==> src/rtl/ifetch_pkg.sv <==
// Shared types and default geometry for the instruction fetch controller.
package ifetch_pkg;

    typedef enum logic [2:0] {
        IDLE = 3'd0,
        RD0  = 3'd1,
        RD1  = 3'd2,
        RD2  = 3'd3,
        RD3  = 3'd4
    } state_e;

    localparam logic [14:0] DEF_BASE_ADDR = 15'h3000;
    localparam int unsigned DEF_MEM_BYTES = 32'd8192;

endpackage

==> src/rtl/ifetch_word_asm.sv <==
// Big-endian word assembler: collects bytes 0..2 into a staging buffer and
// publishes the full word only when byte 3 arrives, so the output never shows a partial word.
module ifetch_word_asm
    import ifetch_pkg::*;
(
    input  logic        clk,
    input  logic        rst,
    input  logic        cap_en,
    input  logic        clr,
    input  logic [1:0]  byte_idx,
    input  logic [7:0]  byte_in,
    output logic [31:0] word
);

    logic [23:0] stage_q, stage_d;
    logic [31:0] word_q, word_d;

    // Staging buffer and atomic word publish.
    always_comb begin
        stage_d = stage_q;
        word_d  = word_q;
        if (clr) begin
            word_d = 32'd0;
        end else if (cap_en) begin
            case (byte_idx)
                2'd0:    stage_d[23:16] = byte_in;
                2'd1:    stage_d[15:8]  = byte_in;
                2'd2:    stage_d[7:0]   = byte_in;
                2'd3:    word_d         = {stage_q, byte_in};
                default: word_d         = word_q;
            endcase
        end else begin
            word_d = word_q;
        end
    end

    // Assembler state register.
    always_ff @(posedge clk) begin
        if (rst) begin
            stage_q <= 24'd0;
            word_q  <= 32'd0;
        end else begin
            stage_q <= stage_d;
            word_q  <= word_d;
        end
    end

    assign word = word_q;

endmodule

==> src/rtl/ifetch_ctrl.sv <==
// Byte-serial instruction fetch controller: four single-byte reads per word.
// Optional address range/alignment check is compiled in with IFETCH_RANGE_CHECK_EN.
module ifetch_ctrl
    import ifetch_pkg::*;
#(
    parameter logic [14:0] BASE_ADDR = DEF_BASE_ADDR,
    parameter int unsigned MEM_BYTES = DEF_MEM_BYTES
) (
    input  logic        clk,
    input  logic        rst,
    input  logic        req,
    input  logic [14:0] pc,
    output logic        ready,
    output logic [31:0] instr,
    output logic        valid,
    output logic        fault,
    output logic [12:0] mem_addr,
    input  logic [7:0]  mem_rdata
);

`ifdef IFETCH_RANGE_CHECK_EN
    localparam bit RANGE_CHECK_EN = 1'b1;
`else
    localparam bit RANGE_CHECK_EN = 1'b0;
`endif

    state_e      state_q, state_d;
    logic        ready_q, ready_d;
    logic        valid_q, valid_d;
    logic        fault_q, fault_d;
    logic [12:0] mem_addr_q, mem_addr_d;
    logic [12:0] start_off_s;
    logic [31:0] pc_w_s;
    logic [31:0] base_w_s;
    logic        range_bad_s;
    logic        cap_en_s;
    logic        clr_s;
    logic [1:0]  byte_idx_s;

    assign start_off_s = 13'(pc - BASE_ADDR);
    assign pc_w_s      = {17'd0, pc};
    assign base_w_s    = {17'd0, BASE_ADDR};

    // Rejection of misaligned or out-of-window fetch addresses.
    always_comb begin
        range_bad_s = 1'b0;
        if (RANGE_CHECK_EN) begin
            range_bad_s = (pc[1:0] != 2'b00) ||
                          (pc_w_s < base_w_s) ||
                          ((pc_w_s - base_w_s + 32'd3) >= MEM_BYTES);
        end else begin
            range_bad_s = 1'b0;
        end
    end

    // Next-state, byte address walk and assembler control.
    always_comb begin
        state_d    = state_q;
        valid_d    = 1'b0;
        fault_d    = 1'b0;
        mem_addr_d = 13'd0;
        cap_en_s   = 1'b0;
        clr_s      = 1'b0;
        byte_idx_s = 2'd0;
        case (state_q)
            IDLE: begin
                if (req) begin
                    if (range_bad_s) begin
                        valid_d = 1'b1;
                        fault_d = 1'b1;
                        clr_s   = 1'b1;
                    end else begin
                        state_d    = RD0;
                        mem_addr_d = start_off_s;
                    end
                end else begin
                    state_d = IDLE;
                end
            end
            RD0: begin
                cap_en_s   = 1'b1;
                byte_idx_s = 2'd0;
                state_d    = RD1;
                mem_addr_d = mem_addr_q + 13'd1;
            end
            RD1: begin
                cap_en_s   = 1'b1;
                byte_idx_s = 2'd1;
                state_d    = RD2;
                mem_addr_d = mem_addr_q + 13'd1;
            end
            RD2: begin
                cap_en_s   = 1'b1;
                byte_idx_s = 2'd2;
                state_d    = RD3;
                mem_addr_d = mem_addr_q + 13'd1;
            end
            RD3: begin
                cap_en_s   = 1'b1;
                byte_idx_s = 2'd3;
                state_d    = IDLE;
                valid_d    = 1'b1;
            end
            default: begin
                state_d = IDLE;
            end
        endcase
        ready_d = (state_d == IDLE);
    end

    // Controller state and registered outputs.
    always_ff @(posedge clk) begin
        if (rst) begin
            state_q    <= IDLE;
            ready_q    <= 1'b1;
            valid_q    <= 1'b0;
            fault_q    <= 1'b0;
            mem_addr_q <= 13'd0;
        end else begin
            state_q    <= state_d;
            ready_q    <= ready_d;
            valid_q    <= valid_d;
            fault_q    <= fault_d;
            mem_addr_q <= mem_addr_d;
        end
    end

    ifetch_word_asm u_word_asm (
        .clk      (clk),
        .rst      (rst),
        .cap_en   (cap_en_s),
        .clr      (clr_s),
        .byte_idx (byte_idx_s),
        .byte_in  (mem_rdata),
        .word     (instr)
    );

    assign ready    = ready_q;
    assign valid    = valid_q;
    assign fault    = fault_q;
    assign mem_addr = mem_addr_q;

endmodule

==> config.mk <==
export PLATFORM = sky130hd
export DESIGN_NAME = ifetch_ctrl
export DESIGN_NICKNAME = d
export VERILOG_FILES = /design/src/rtl/ifetch_pkg.sv /design/src/rtl/ifetch_word_asm.sv /design/src/rtl/ifetch_ctrl.sv
export SDC_FILE = /design/constraint.sdc
export NUM_CORES = 1
export LEC_CHECK = 0
export ABC_CLOCK_PERIOD_IN_PS = 3700
export CORE_MARGIN = 2
export CORE_UTILIZATION = 45
export CTS_CLUSTER_SIZE = 40
export DETAILED_ROUTE_END_ITERATION = 6
export GPL_ROUTABILITY_DRIVEN = 0
export PLACE_DENSITY_LB_ADDON = 0.12
export SLEW_MARGIN = 20
export SYNTH_ARGS = -nofsm -noshare
export SYNTH_HDL_FRONTEND = slang
export SYNTH_SLANG_ARGS = --single-unit
export TNS_END_PERCENT = 20
==> constraint.sdc <==
create_clock -name clk -period 3.7 [get_ports clk]
set_input_delay 0.74 -clock clk [delete_from_list [all_inputs] [get_ports clk]]
set_output_delay 0.74 -clock clk [all_outputs]
set_load 0.01 [all_outputs]
After elaboration in Yosys (flattened, before gate mapping)

Index checks and enable logic that the tools add are counted.

Add/subtract/negate cells: 2
Reduce and logical (&&, ||, !) cells: 9
Muxes and demuxes: 7
Eq/ne operators: 7

Operators with widths:

| cell                                                | count |
|---|---|
| case mux 13 bit (2 select lines)                    | 1 |
| adder 13 x 1 -> 13 bit, second input constant       | 1 |
| two-way mux 13 bit                                  | 1 |
| subtractor 13 bit, second input constant            | 1 |
| case mux 3 bit (4 select lines)                     | 1 |
| AND reduction 2 bit                                 | 4 |
| equality test 3 x 2 -> 1 bit, second input constant | 2 |
| logical NOT 3 bit                                   | 2 |
| case mux 2 bit (3 select lines)                     | 1 |
| equality test 2 bit, second input constant          | 2 |
| OR reduction 4 bit                                  | 1 |
| equality test 3 x 1 -> 1 bit, second input constant | 1 |
| equality test 3 bit, second input constant          | 1 |
| two-way mux 1 bit                                   | 3 |
| OR reduction 3 bit                                  | 1 |
| equality test 2 x 1 -> 1 bit, second input constant | 1 |
| logical NOT 2 bit                                   | 1 |

Register bits after elaboration: 74
Output and inout port bits: 48
Bits of input ports: 26
Logic and storage cells: 33

Logic depth before layout (Yosys ltp)

Word-level depth: 4
Depth in mapped cells: 7
Depth with buffers taken out: 5

Modules after synthesis

Synthesis repeated with hierarchy kept, for this count alone.

Cells, all modules: 343
Area total of the unflattened synthesis: 3470.8 um^2

Modules (own cells, without submodules):

| module          | instances | cells each | area each (um^2) | sequential area each (um^2) |
|---|---|---|---|---|
| ifetch_word_asm | 1         | 242        | 2621.3           | 1121.1 |
| ifetch_ctrl     | 1         | 101        | 849.6            | 360.3 |

Worst setup path after synthesis

OpenSTA, ideal clock, no wires.

Path type: input -> register
Start: input port rst
End: register u_word_asm.stage_q[0]
Data arrival time: 1.600 ns
Stages: 4
Path slack: 1.973 ns
Path buffers: 3
Library setup time: 0.128 ns
Data required time: 3.572 ns
Path through: clkbuf_1 -> clkbuf_1 -> buf_1 -> nor2_1

RTL lines:

| element                | line                  | RTL |
|---|---|---|
| start: declaration     | ifetch_ctrl.sv:10     | `input logic rst,` |
| end signal: assignment | ifetch_word_asm.sv:43 | `stage_q <= stage_d;` |
| end: declaration       | ifetch_word_asm.sv:15 | `logic [23:0] stage_q, stage_d;` |

No word-level cell between the ends.

Worst setup path after layout

Start: register mem_addr_q[2], in the netlist mem_addr[2]
End: output port mem_addr[2]

RTL lines:

| element                  | line               | RTL |
|---|---|---|
| start: declaration       | ifetch_ctrl.sv:31  | `logic [12:0] mem_addr_q, mem_addr_d;` |
| start signal: assignment | ifetch_ctrl.sv:124 | `mem_addr_q <= mem_addr_d;` |
| end: declaration         | ifetch_ctrl.sv:17  | `output logic [12:0] mem_addr,` |

No word-level cell between the ends.

==> flow_summary_export.csv <==
group,metric,value,unit
outcome,outcome,"completed",
grt,grt_pass1_vias,1985,
clock_tree,insertion_delay,330,ps
logic_synthesis,syn-mean-instance-area,8.72,um^2
logic_synthesis,syn_area,2790,um^2
logic_synthesis,async_flop_share,0,%
worst_setup_path,crit_chain,"clkdlybuf4s50_1",
grt,grt.total_usage,18.4,%
clock_tree,cts_tree,"built",
clock_tree,cts_sinks,74,
clock_tree,hold_buffers,0,
final_layout,drive_gt1_share,6.49,%
floorplanning,chipWidth,82.7,um
clock_tree,cts_buffer_depth,2,
worst_hold_path,worstHoldStart,"u_word_asm.word[14]",
final_layout,area_delta_synth_final,33.3,%
final_layout,n_antenna_cell,0,
logic_synthesis,ys_seq_elements,74,
grt,antenna_found_initial,0,
logic_synthesis,synth_top_area_cell,"dfxtp_1",
sta,tightest_slew,667,ps
clock_tree,post-cts-setup-buffers,0,
detailed_routing,vias_per_cell,4.97,
worst_setup_path,cpLargestDelayFamily,"buffers and inverters",
detailed_routing,wl,6.22,mm
floorplanning,num_rows,28,
detailed_routing,drc,0,
grt,overflow,0,
sta,maxSlewViolCount,0,
clock_tree,post_cts_resized,0,
clock_tree,clkSlewWorstSetupHoldPaths,70,ps
sta,final.setup_skew,4.16,ps
worst_setup_path,critPathMaxFanout,5,
final_layout,nets,407,
logic_synthesis,synth.area.top_cells,"dfxtp_1, nand2_1, mux2i_1, a21oi_1, nor2_1",
worst_setup_path,max_stage_delay,570,ps
place,io_buffer_count,70,
logic_synthesis,synth_top_cell_area_share,53.1,%
logic_synthesis,syn_nets,347,
worst_setup_path,path_class,"reg2out",
power_and_ir_drop,power,1.76,mW
logic_synthesis,synth-main-ff-cell,"dfxtp_1",
clock_tree,cts_buffers,9,
logic_synthesis,synth.most_common_cell,"nand2_1",
run,timing.max_cap.violations,0,
grt,grt_pass1_wl,9.38,mm
worst_setup_path,r2r_start,"state_q[1]",
logic_synthesis,synth_edf_count,0,
floorplanning,die_height,82.7,um
worst_setup_path,required,2960,ps
sta,setup_violations,0,
grt,grt_max_degree,61,
detailed_routing,detail_route.wl_per_cell,13.5,um
worst_setup_path,worstReg2RegEnd,"u_word_asm.word[28]",
detailed_routing,dr.pass1.iters,6,
power_and_ir_drop,p_leak,1.32,nW
sta,period_share,55.9,%
sta,fmaxAchievable,0.484,GHz
worst_setup_path,crit_buf_inv,1,
sta,fin_crit,2070,ps
worst_setup_path,cp.arrival,1330,ps
sta,maxSlewHeadroom,55.4,%
place,dp_cells,444,
worst_setup_path,crit_path_start_kind,"flip-flop",
detailed_routing,dr_total_vias,2284,
sta,setup_slack,1630,ps
sta,rsz0062_at_grt,"false",
logic_synthesis,synth_common_cells,"nand2_1, dfxtp_1, a21oi_1",
place,hpwl,4.06,mm
power_and_ir_drop,irDropWorstVdd,0.280,mV
floorplanning,die_area,6850,um^2
floorplanning,io_pins,74,
detailed_routing,drtIter0Drc,101,
floorplanning,initial_core_util,46.8,%
logic_synthesis,synth_seq_area_share,53.1,%
detailed_routing,postRouteAntennaNets,0,
worst_hold_path,min_to,"u_word_asm.word[14]",
sta,setup_tns,0,ps
worst_hold_path,hold_depth,2,
worst_setup_path,ff2ff_setup_slack,2080,ps
power_and_ir_drop,power_density,475,nW/um^2
floorplanning,design.core.area,5960,um^2
clock_tree,cts_htree_levels,3,
clock_tree,cts-root-buf,"clkbuf_8",
logic_synthesis,yosysUniqueCellTypes,32,
logic_synthesis,synthCells,320,
worst_setup_path,crit_slowest_cell,"clkdlybuf4s50_1",
logic_synthesis,ys_warn_count,0,
place,dp_slack,1410,ps
final_layout,instances_no_fill,460,
worst_setup_path,endpoint_kind,"output pin",
final_layout,fin_util,62.4,%
worst_hold_path,holdCritPathClass,"reg2reg",
worst_setup_path,r2r_cells,4,
sta,report.final.hold_viol_count,0,
==> per-layer routing <==
metal / share of wire [%] / track usage, % / vias up
li1: - / - / 1164
met1: 49 / 24.9 / 1060
met2: 46 / 29.1 / 58
met3: 4.9 / 5.00 / 2
met4: 0.31 / 4.43 / 0
met5: 0 / 0 / -
==> through the flow <==
step	area (um^2)	hold slack [ps]
global placement	3480	441
detailed placement	3480	446
global route	3720	472
finish	3720	453
floorplan	2790	431
CTS	3710	452
==> cells by family (layout without fill, tap and decap cells) <==
family,after synthesis,after routing,share of synthesized area [%]
AOI/OAI and AO/OA,48,48,9.10
xor gates and xnor gates,12,12,3.77
adders and majority gates,1,1,0.448
buffers and inverters,26,91,4.53
DFF,74,74,53.1
muxes,24,24,8.61
other,1,1,0.134
and+or+nand+nor,134,134,20.3
==> area by class of cell <==
| type | count | area, um^2 |
|---|---|---|
| clock buffer | 10 | 128 |
| clock inverter | 6 | 105 |
| fill | 543 | 2240 |
| inverter | 3 | 11.3 |
| multi-input combinational | 220 | 1190 |
| sequential | 74 | 1480 |
| tap | 75 | 93.8 |
| timing repair buffer | 72 | 713 |
==> how the worst max path moves through the flow <==
stage                           start                    end  slack [ps]  cells after the start
after floorplan                   rst  u_word_asm.stage_q[0]        1970                      4
after global placement            rst            mem_addr[5]        1410                      4
after detailed placement          rst           mem_addr[10]        1410                      4
after CTS                 mem_addr[2]            mem_addr[2]        1610                      1
after global routing      mem_addr[8]            mem_addr[8]        1560                      1
final                     mem_addr[2]            mem_addr[2]        1630                      1
==> flip-flops by register name, indices dropped and copies added (netlist names) <==
name and count:
valid 1, u_word_asm.stage_q 24, ready 1, u_word_asm.word 32, mem_addr 13, state_q 3
==> cells in the final DEF, fill, tap and decap left out, types with 2 or more instances in the layout <==
cell type        instances
dfxtp_1                 74
o21ai_0                  8
a21oi_1                 36
bufinv_16                3
nor3b_1                  2
xnor2_1                 11
inv_1                    2
clkdlybuf4s50_1         69
a211oi_1                 2
nor3_1                   5
nor2_1                  33
mux2i_1                 24
nand2_1                 78
buf_4                    3
nand4_1                  2
clkbuf_8                 9
nand3_1                  5
clkinv_2                 3
==> report_power, final <==
group / internal [mW] / switching [mW]
logic: 0.0910 / 0.0870
registers: 0.828 / 0.0282
clock network: 0.445 / 0.286
total: 1.36 / 0.401
(Power assumes the default switching activity.)
